`src/rtl/buzzer_scheduler.sv`:
```
// ============================================================================
// Module   : buzzer_scheduler
// Function : Fixed-priority arbiter that lends one buzzer to four requesters
//            and plays N ON/OFF beeps followed by a mandatory silent gap.
//            Optional macro BUZZER_SCHED_PREEMPT_EN lets a lower-index
//            requester take the buzzer from the current owner.
// Revision : 1.0  initial release
// ============================================================================
`default_nettype none

module buzzer_scheduler #(
  parameter int TICK_DIV  = 1024,
  parameter int ON_TICKS  = 4,
  parameter int OFF_TICKS = 4,
  parameter int GAP_TICKS = 16
) (
  input  logic        iClock,
  input  logic        iReset_n,
  input  logic [3:0]  iReq,
  input  logic [15:0] iBeeps,
  output logic [3:0]  oGrant,
  output logic [3:0]  oDone,
  output logic        oBusy,
  output logic        oBuzz
);

  localparam int C_ON_LEN  = ON_TICKS  * TICK_DIV;
  localparam int C_OFF_LEN = OFF_TICKS * TICK_DIV;
  localparam int C_GAP_LEN = GAP_TICKS * TICK_DIV;
  localparam int C_MAX_LEN = (C_ON_LEN > C_OFF_LEN) ?
                             ((C_ON_LEN > C_GAP_LEN) ? C_ON_LEN : C_GAP_LEN) :
                             ((C_OFF_LEN > C_GAP_LEN) ? C_OFF_LEN : C_GAP_LEN);
  localparam int C_CNT_W   = (C_MAX_LEN > 1) ? $clog2(C_MAX_LEN + 1) : 1;

  localparam logic [1:0] S_IDLE = 2'd0;
  localparam logic [1:0] S_ON   = 2'd1;
  localparam logic [1:0] S_OFF  = 2'd2;
  localparam logic [1:0] S_GAP  = 2'd3;

  logic [1:0]         r_state;
  logic [C_CNT_W-1:0] r_cnt;
  logic [3:0]         r_remain;
  logic [3:0]         r_grant;
  logic               r_abort;
  logic [3:0]         r_done;
  logic               r_buzz;
  logic               r_busy;

  logic [1:0]         w_state_nxt;
  logic [C_CNT_W-1:0] w_cnt_nxt;
  logic [3:0]         w_remain_nxt;
  logic [3:0]         w_grant_nxt;
  logic               w_abort_nxt;
  logic               w_finish;
  logic [3:0]         w_done_nxt;
  logic               w_buzz_nxt;
  logic               w_busy_nxt;

  logic [3:0]         w_pick;
  logic [3:0]         w_pick_beeps;
  logic [C_CNT_W-1:0] w_limit;
  logic               w_expire;
  logic               w_owner_req;
  logic               w_preempt;

  // Lowest set bit of the request vector wins.
  assign w_pick      = iReq & (~iReq + 4'd1);
  assign w_owner_req = |(iReq & r_grant);
  assign w_expire    = (r_cnt == w_limit);

`ifdef BUZZER_SCHED_PREEMPT_EN
  assign w_preempt = |(iReq & (r_grant - 4'd1));
`else
  assign w_preempt = 1'b0;
`endif

  always_comb begin
    w_pick_beeps = 4'd0;
    for (int k = 0; k < 4; k++) begin
      if (w_pick[k]) w_pick_beeps = iBeeps[4*k +: 4];
    end
  end

  always_comb begin
    case (r_state)
      S_ON:    w_limit = C_CNT_W'(C_ON_LEN - 1);
      S_OFF:   w_limit = C_CNT_W'(C_OFF_LEN - 1);
      S_GAP:   w_limit = C_CNT_W'(C_GAP_LEN - 1);
      default: w_limit = '0;
    endcase
  end

  // State register
  always_ff @(posedge iClock) begin
    if (!iReset_n) begin
      r_state  <= S_IDLE;
      r_cnt    <= '0;
      r_remain <= 4'd0;
      r_grant  <= 4'd0;
      r_abort  <= 1'b0;
      r_done   <= 4'd0;
      r_buzz   <= 1'b0;
      r_busy   <= 1'b0;
    end else begin
      r_state  <= w_state_nxt;
      r_cnt    <= w_cnt_nxt;
      r_remain <= w_remain_nxt;
      r_grant  <= w_grant_nxt;
      r_abort  <= w_abort_nxt;
      r_done   <= w_done_nxt;
      r_buzz   <= w_buzz_nxt;
      r_busy   <= w_busy_nxt;
    end
  end

  // Next-state logic
  always_comb begin
    w_state_nxt  = r_state;
    w_cnt_nxt    = r_cnt + 1'b1;
    w_remain_nxt = r_remain;
    w_grant_nxt  = r_grant;
    w_abort_nxt  = r_abort;
    w_finish     = 1'b0;
    if ((r_state != S_IDLE) && w_preempt) begin
      w_state_nxt  = S_ON;
      w_cnt_nxt    = '0;
      w_grant_nxt  = w_pick;
      w_remain_nxt = w_pick_beeps;
      w_abort_nxt  = 1'b0;
    end else begin
      case (r_state)
        S_IDLE: begin
          w_cnt_nxt = '0;
          if (|iReq) begin
            w_state_nxt  = S_ON;
            w_grant_nxt  = w_pick;
            w_remain_nxt = w_pick_beeps;
            w_abort_nxt  = 1'b0;
          end
        end
        S_ON, S_OFF: begin
          if (!w_owner_req) begin
            w_state_nxt  = S_GAP;
            w_cnt_nxt    = '0;
            w_remain_nxt = 4'd0;
            w_abort_nxt  = 1'b1;
          end else if ((r_state == S_ON) && (r_remain == 4'd0)) begin
            // Zero-beep grant: release right away without any sound or gap.
            w_state_nxt = S_IDLE;
            w_cnt_nxt   = '0;
            w_grant_nxt = 4'd0;
            w_finish    = 1'b1;
          end else if (w_expire) begin
            w_cnt_nxt = '0;
            if (r_state == S_ON) begin
              w_remain_nxt = r_remain - 4'd1;
              w_state_nxt  = (r_remain == 4'd1) ? S_GAP : S_OFF;
            end else begin
              w_state_nxt = S_ON;
            end
          end
        end
        default: begin
          if (w_expire) begin
            w_state_nxt = S_IDLE;
            w_cnt_nxt   = '0;
            w_grant_nxt = 4'd0;
            w_abort_nxt = 1'b0;
            w_finish    = !r_abort;
          end
        end
      endcase
    end
  end

  // Output logic, registered through the state register process
  always_comb begin
    w_done_nxt = w_finish ? r_grant : 4'd0;
    w_buzz_nxt = (w_state_nxt == S_ON) && (w_remain_nxt != 4'd0);
    w_busy_nxt = (w_state_nxt != S_IDLE);
  end

  assign oGrant = r_grant;
  assign oDone  = r_done;
  assign oBusy  = r_busy;
  assign oBuzz  = r_buzz;

endmodule

`default_nettype wire

```
`config.mk`:
```
export PLATFORM = sky130hd
export DESIGN_NAME = buzzer_scheduler
export DESIGN_NICKNAME = d
export VERILOG_FILES = /design/src/rtl/buzzer_scheduler.sv
export SDC_FILE = /design/constraint.sdc
export NUM_CORES = 1
export LEC_CHECK = 0
export ABC_AREA = 0
export CORE_MARGIN = 1
export CORE_UTILIZATION = 53
export CTS_CLUSTER_SIZE = 40
export DETAILED_ROUTE_END_ITERATION = 16
export HOLD_SLACK_MARGIN = 0.05
export PLACE_DENSITY = 0.82
export SYNTH_ARGS = -nofsm -noshare
export SYNTH_HDL_FRONTEND = slang
export SYNTH_SLANG_ARGS = --single-unit
export TNS_END_PERCENT = 1
```
`constraint.sdc`:
```
create_clock -name iClock -period 2.5 [get_ports iClock]
set_input_delay 0.5 -clock iClock [delete_from_list [all_inputs] [get_ports iClock]]
set_output_delay 0.5 -clock iClock [all_outputs]
set_load 0.02 [all_outputs]
```
======== Yosys cells after proc, flatten, opt, wreduce, memory -nomap -nowiden ========
Cells that the tools add are included.
storage, ports and cells
  register bits after elaboration ......... 32
  input bits .............................. 22
  output and inout port bits .............. 10
operators by class
  add/sub/neg operators ................... 3
  equality and inequality tests ........... 10
  mux-type cells .......................... 36
  bitwise logic cells ..................... 3
  reductions and logical operators ........ 14
operators with widths
  cell                     count
  $mux W4                  13
  $mux W15                 3
  $pmux W15 S2             1
  $pmux W14 S2             1
  $pmux W4 S2              2
  $add A15 B1 Y15 const B  1
  $eq A15 B15 Y1           1
  $mux W2                  6
  $and A4 B4 Y4            2
  $reduce_or A4 Y1         2
  $mux W1                  7
  $add A4 B1 Y4 const B    1
  $eq A2 B1 Y1 const B     2
  $eq A2 B2 Y1 const B     2
  $eq A4 B1 Y1 const B     1
  $logic_not A4 Y1         1
  $ne A2 B1 Y1 const B     2
  $ne A2 B2 Y1 const B     2
  $not A4 Y4               1
  $pmux W1 S2              2
  $pmux W2 S2              1
  $reduce_and A4 Y1        1
  $reduce_bool A4 Y1       1
  $sub A4 B1 Y4 const B    1
  8 further kinds          9

======== Depth between registers and ports, before layout ========
  depth in word-level cells ............... 11
  mapped depth ............................ 10

======== Least setup slack after synthesis ========
OpenSTA, ideal clock, no wires.
  kind .................................... register to register
  start point ............................. register r_state[0]
  end point ............................... register r_buzz, in the netlist oBuzz
  library setup time ...................... 136 ps
  data arrival time ....................... 2182 ps
  setup slack ............................. 182 ps
  cell stages (with the launch flop) ...... 10
  period minus slack after synthesis ...... 2318 ps
  cell sequence ........................... dfxtp_1 -> inv_1 -> ha_1 -> clkbuf_4 -> or4b_1 -> o22ai_2 -> o211ai_1 -> o311a_1 -> a311oi_2 -> a311oi_1
between the ends
  word-level cells in the longest chain between the ends .. 10
  elaborated cells on any way between the ends .. 23
  those cells by class .................... eq/ne (5); mux (13); reduce/logical (5)
ends and longest elaborated chain
  what                                                       line  text
  start, declared                                            40    logic [1:0] r_state;
  start signal, assigned                                     105   r_state <= w_state_nxt;
  $eq A2 B1 Y1 / $eq A2 B2 Y1 (equally long branches)        -
  $reduce_or A2 Y1 (no source line)                          -
  $pmux W14 S2                                               85    case (r_state)
  $eq A15 B15 Y1                                             69    assign w_expire = (r_cnt == w_limit);
  $mux W2 / $mux W4 (equally long branches)                  153   end else if (w_expire) begin
  $mux W2 / $mux W4 (equally long branches)                  147   end else if ((r_state == S_ON) && (r_remain == 4'd0)) begin
  $mux W2 / $mux W4 (equally long branches)                  142   if (!w_owner_req) begin
  $pmux W2 S2 / $pmux W4 S2 (equally long branches)          131   case (r_state)
  $eq A2 B1 Y1 / $reduce_bool A4 Y1 (equally long branches)  179   w_buzz_nxt = (w_state_nxt == S_ON) && (w_remain_nxt != 4'd0);
  $logic_and A1 B1 Y1 (*)                                    179
  end signal, assigned                                       111   r_buzz <= w_buzz_nxt;
  end, declared                                              46    logic r_buzz;
Every way passes the cells marked *; elsewhere a longest branch is shown, timed or not.
A chain may end at the register's enable or synchronous reset.

======== Worst setup path in the final report ========
  start point ............................. register r_state[1]
  end point ............................... register r_buzz, in the netlist oBuzz
The elaborated chain is that of the path after synthesis.

==> PnR_summary.wiki <==
{| class="wikitable"
! Metric !! Value
|-
| Clock skew || 9.08 ps
|-
| Maximum vdd ir drop || 741 uV
|-
| Power density over cell area || 872 nW/um^2
|-
| Number of buffers created by CTS || 5
|-
| Clock transition at the registers of the reported paths || 100 ps
|-
| Net switching fraction of the power || 38.0%
|-
| Die footprint || 3860 um^2
|-
| Fraction of final layout cells sized beyond drive strength 1 || 21.1%
|-
| Psw || 0.000853 W
|-
| Count of endpoints failing hold in the final timing report || 0
|-
| Library cell with the largest summed area after synthesis || sky130_fd_sc_hd__dfxtp_1
|-
| Post-synth EDFFs || 0
|-
| Required time worst endpoint || 2700 ps
|-
| Worst flop-to-flop path endpoint || oBuzz
|-
| Number of setup violations in the final report || 0
|-
| Logic gate share of total power || 54.6%
|-
| Final standard cell area without fillers || 2570 um^2
|-
| Antenna violations before repair || 0
|-
| Static leakage || 0.946 nW
|-
| Post-Syn Area per Cell || 8.45 um^2
|-
| Yosys Warn Count || 0
|-
| CTS root buffer || sky130_fd_sc_hd__clkbuf_4
|-
| Area growth from synthesis to layout || 34.1%
|-
| DRC errors left || 0
|-
| Setup repair after global routing missed its margin || no
|-
| DIE HEIGHT || 62.2 um
|-
| Cells after synthesis || 227
|-
| Effective utilization at floorplan || 56.6%
|-
| Drt total wl || 4740 um
|-
| Detailed-route vias per instance || 5.62
|-
| Hold-critical path depth || 1
|-
| Global-route wire length before repair || 8150 um
|-
| Post-synth design cell area || 1920 um^2
|-
| Nature of the critical path endpoint || flop
|-
| DP Area || 2450 um^2
|-
| Number of detailed-route iterations in the first pass || 4
|-
| Maximum net fanout on the critical path || 4
|-
| Number of buffers inserted by port buffering || 31
|-
| Period utilisation layout || 95.4%
|-
| Fraction of post-synthesis cell area in the top cell type by area || 33.4%
|-
| Fraction of power consumed by sequential logic || 28.2%
|-
| Number of antenna repair diodes || 0
|-
| Run status || completed
|-
| Share of flip-flops with an asynchronous set or reset || 0%
|-
| Wirelength per Cell || 14.4 um
|-
| Via count || 1854
|-
| Initial DRC count || 79
|-
| Via count of the first global-routing pass || 1786
|-
| Cell types occupying the most area after synthesis || sky130_fd_sc_hd__dfxtp_1 (33%), sky130_fd_sc_hd__nor2_1 (5.3%), sky130_fd_sc_hd__ha_1 (3.9%)
|-
| Terminating pin of the worst hold path || r_cnt[0]
|-
| Skew-Pair Late Insertion Delay || 330 ps
|-
| Sequential area share after synthesis || 33.4%
|-
| Count of cells along the worst register-to-register path || 8
|-
| CP cell instances || inv_2, ha_4, or4b_4, nor4_4, o211ai_1, o311a_1, a311oi_2, a311oi_1
|-
| Launch instance of the worst register-to-register path || r_state[1]
|-
| CTS H-tree lvls || 2
|-
| Slew Viols, Final || 0
|-
| Worst rel slew slack || 65.6%
|-
| Largest net degree at the start of global routing || 16
|-
| # Max-Cap Violations || 0
|-
| Proportion of power drawn by the clock network || 17.2%
|-
| Yosys cell types || 62
|-
| CTS Buffer Depth || 2
|-
| Total nets after synthesis || 255
|-
| Worst reg-to-reg setup slack || 120 ps
|-
| Number of sinks on the clock net || 32
|-
| Net count reported at finish || 311
|-
| Pre-CTS setup slack || -54.3 ps
|-
| Die boundary width || 62.2 um
|-
| Setup Crit Path Kind || reg -> reg
|-
| Actual slew at the worst max-slew pin || 515 ps
|-
| Core region area || 3390 um^2
|-
| Placement Rows || 21
|-
| Slowest CP cell || sky130_fd_sc_hd__or4b_4
|-
| Flop and latch count out of synthesis || 32
|-
| Antenna violation net count after detailed routing || 0
|-
| Start point of the worst hold path || r_cnt[0]
|-
| Kind of start point of the critical path || flop
|-
| Global Route Usage Sum || 26.1%
|-
| Final min period || 2380 ps
|-
| Dominant synthesized flop cell || sky130_fd_sc_hd__dfxtp_1
|-
| Final RePlAce weighted congestion || 0.891
|-
| Detailed Place HPWL || 3510 um
|-
| Timing-limited maximum frequency || 419 MHz
|-
| Overflow after GRT || 0
|-
| Post-route setup slack || 115 ps
|-
| Min-Delay Path Class || reg -> reg
|-
| TritonCTS clock tree || done
|-
| Internal Power || 0.00139 W
|-
| IO Pins || 32
|-
| Critical path data arrival time || 2580 ps
|-
| Final core utilization || 75.9%
|-
| Maximum cell stage delay along the critical path || 470 ps
|}
==> synthesized netlist by cell type (2+ instances only) <==
| library cell | number |
|---|---|
| sky130_fd_sc_hd__xor2_1 | 5 |
| sky130_fd_sc_hd__and4_1 | 2 |
| sky130_fd_sc_hd__nor3b_1 | 3 |
| sky130_fd_sc_hd__a22oi_1 | 4 |
| sky130_fd_sc_hd__buf_2 | 2 |
| sky130_fd_sc_hd__nor2b_1 | 6 |
| sky130_fd_sc_hd__or3_2 | 2 |
| sky130_fd_sc_hd__nand3b_1 | 3 |
| sky130_fd_sc_hd__o21bai_1 | 2 |
| sky130_fd_sc_hd__dfxtp_1 | 32 |
| sky130_fd_sc_hd__o21ai_0 | 8 |
| sky130_fd_sc_hd__ha_1 | 6 |
| sky130_fd_sc_hd__o31ai_1 | 2 |
| sky130_fd_sc_hd__nand4_1 | 5 |
| sky130_fd_sc_hd__o2111ai_1 | 3 |
| sky130_fd_sc_hd__and2_1 | 8 |
| sky130_fd_sc_hd__a31oi_1 | 4 |
| sky130_fd_sc_hd__nor3_1 | 2 |
| sky130_fd_sc_hd__nand2_1 | 15 |
| sky130_fd_sc_hd__nor4_1 | 2 |
| sky130_fd_sc_hd__nor2_1 | 27 |
| sky130_fd_sc_hd__mux2i_1 | 3 |
| sky130_fd_sc_hd__clkbuf_1 | 5 |
| sky130_fd_sc_hd__a22o_1 | 2 |
| sky130_fd_sc_hd__xnor2_1 | 6 |
| sky130_fd_sc_hd__or3_1 | 3 |
| sky130_fd_sc_hd__nand3_1 | 8 |
| sky130_fd_sc_hd__a21oi_1 | 11 |
| sky130_fd_sc_hd__o211ai_1 | 2 |
| sky130_fd_sc_hd__inv_1 | 12 |
==> area by class of cell <==
type	count	area, um^2
clock buffers	5	37.5
clock inverters	3	42.5
fillers	248	817
inverters	12	45.0
multi-input cells	175	1230
flip-flops and latches	32	642
well taps	46	57.6
repair buffers	57	518
==> registers in the layout, indices dropped and copies added, names as in the netlist <==
register,flops
r_cnt,15
oDone,4
oGrant,4
r_remain,4
r_state,2
oBusy,1
oBuzz,1
r_abort,1
==> worst max-delay path, delay by kind of cell, from the launching register on <==
family | cells | cell delay [ps]
and+or+nand+nor | 2 | 820
DFF | 1 | 340
AOI/OAI and AO/OA | 4 | 890
buffers and inverters | 1 | 70
adders and majority gates | 1 | 140
==> power by group through the flow <==
stage	logic [W]	clock network, W	registers, W
floorplan	0.000684	0	0.000659
finish	0.00122	0.000387	0.000631
CTS	0.00111	0.000398	0.000624
global route	0.00133	0.000418	0.000639
global placement	0.00109	0	0.000633
detailed placement	0.00111	0	0.000634
==> cells in the final DEF (no fill, tap or decap), drive strengths merged, types with 3 or more instances in the layout <==
| cell | synthesis | final |
|---|---|---|
| buf | 2 | 26 |
| dfxtp | 32 | 32 |
| xnor2 | 6 | 6 |
| nand3 | 8 | 8 |
| a31oi | 4 | 4 |
| o211ai | 3 | 3 |
| clkdlybuf4s50 | 0 | 31 |
| or3 | 5 | 5 |
| mux2i | 3 | 3 |
| ha | 6 | 6 |
| xor2 | 5 | 5 |
| and2 | 9 | 9 |
| nor2b | 6 | 6 |
| nand4 | 5 | 5 |
| clkbuf | 6 | 5 |
| o2111ai | 3 | 3 |
| a21oi | 11 | 11 |
| inv | 12 | 12 |
| nor4 | 3 | 3 |
| nor2 | 27 | 27 |
| nor3b | 4 | 4 |
| a22oi | 4 | 4 |
| o21ai | 8 | 8 |
| nand2 | 15 | 15 |
| nand3b | 3 | 3 |
==> through the flow <==
step                hold slack [ps]  total power, W  instances  setup TNS (ps)
finish                          495         0.00224        330               0
CTS                             494         0.00213        329               0
detailed placement              476         0.00174        321           -54.6
global route                    547         0.00238        330               0
floorplan                       438         0.00134        227               0
global placement                454         0.00172        321           -55.3
==> repair_timing <==
| item | CTS | global route |
|---|---|---|
| hold buffers | 0 | 0 |
| setup endpoints to repair | 3 | 7 |
| pin swaps | 1 | 4 |
| resized for setup | 0 | 11 |
| buffers inserted | 0 | 2 |
==> worst max path at each step <==
stage          slack, ps  cells past startpoint        from     to
2_1_floorplan        180                      9  r_state[0]  oBuzz
3_3_place_gp         -60                      7     iReq[1]  oBuzz
3_5_place_dp         -50                      7     iReq[1]  oBuzz
4_1_cts               20                      9  r_state[0]  oBuzz
5_1_grt               20                      8  r_state[0]  oBuzz
6_report             120                      8  r_state[1]  oBuzz
==> per-layer routing <==
layer / vias to the layer above / routed length (um) / global-route usage [%]
met1: 853 / 2280 / 36.2
met2: 51 / 2210 / 40.8
met5: - / 0 / 0
met3: 2 / 243 / 5.51
li1: 948 / - / -
met4: 0 / 15 / 6.98
==> kinds of logic (layout without fill, tap and decap cells) <==
logic type / count (synthesis) / count (layout) / synth area share [%]
fa+ha+maj: 6 / 6 / 3.91
compound gates: 57 / 57 / 22.7
flops: 32 / 32 / 33.4
mux: 3 / 3 / 1.57
simple gates: 98 / 98 / 29.2
buf+inv: 20 / 77 / 4.24
xor+xnor: 11 / 11 / 5.02
Power figures use the tool's default switching activity.
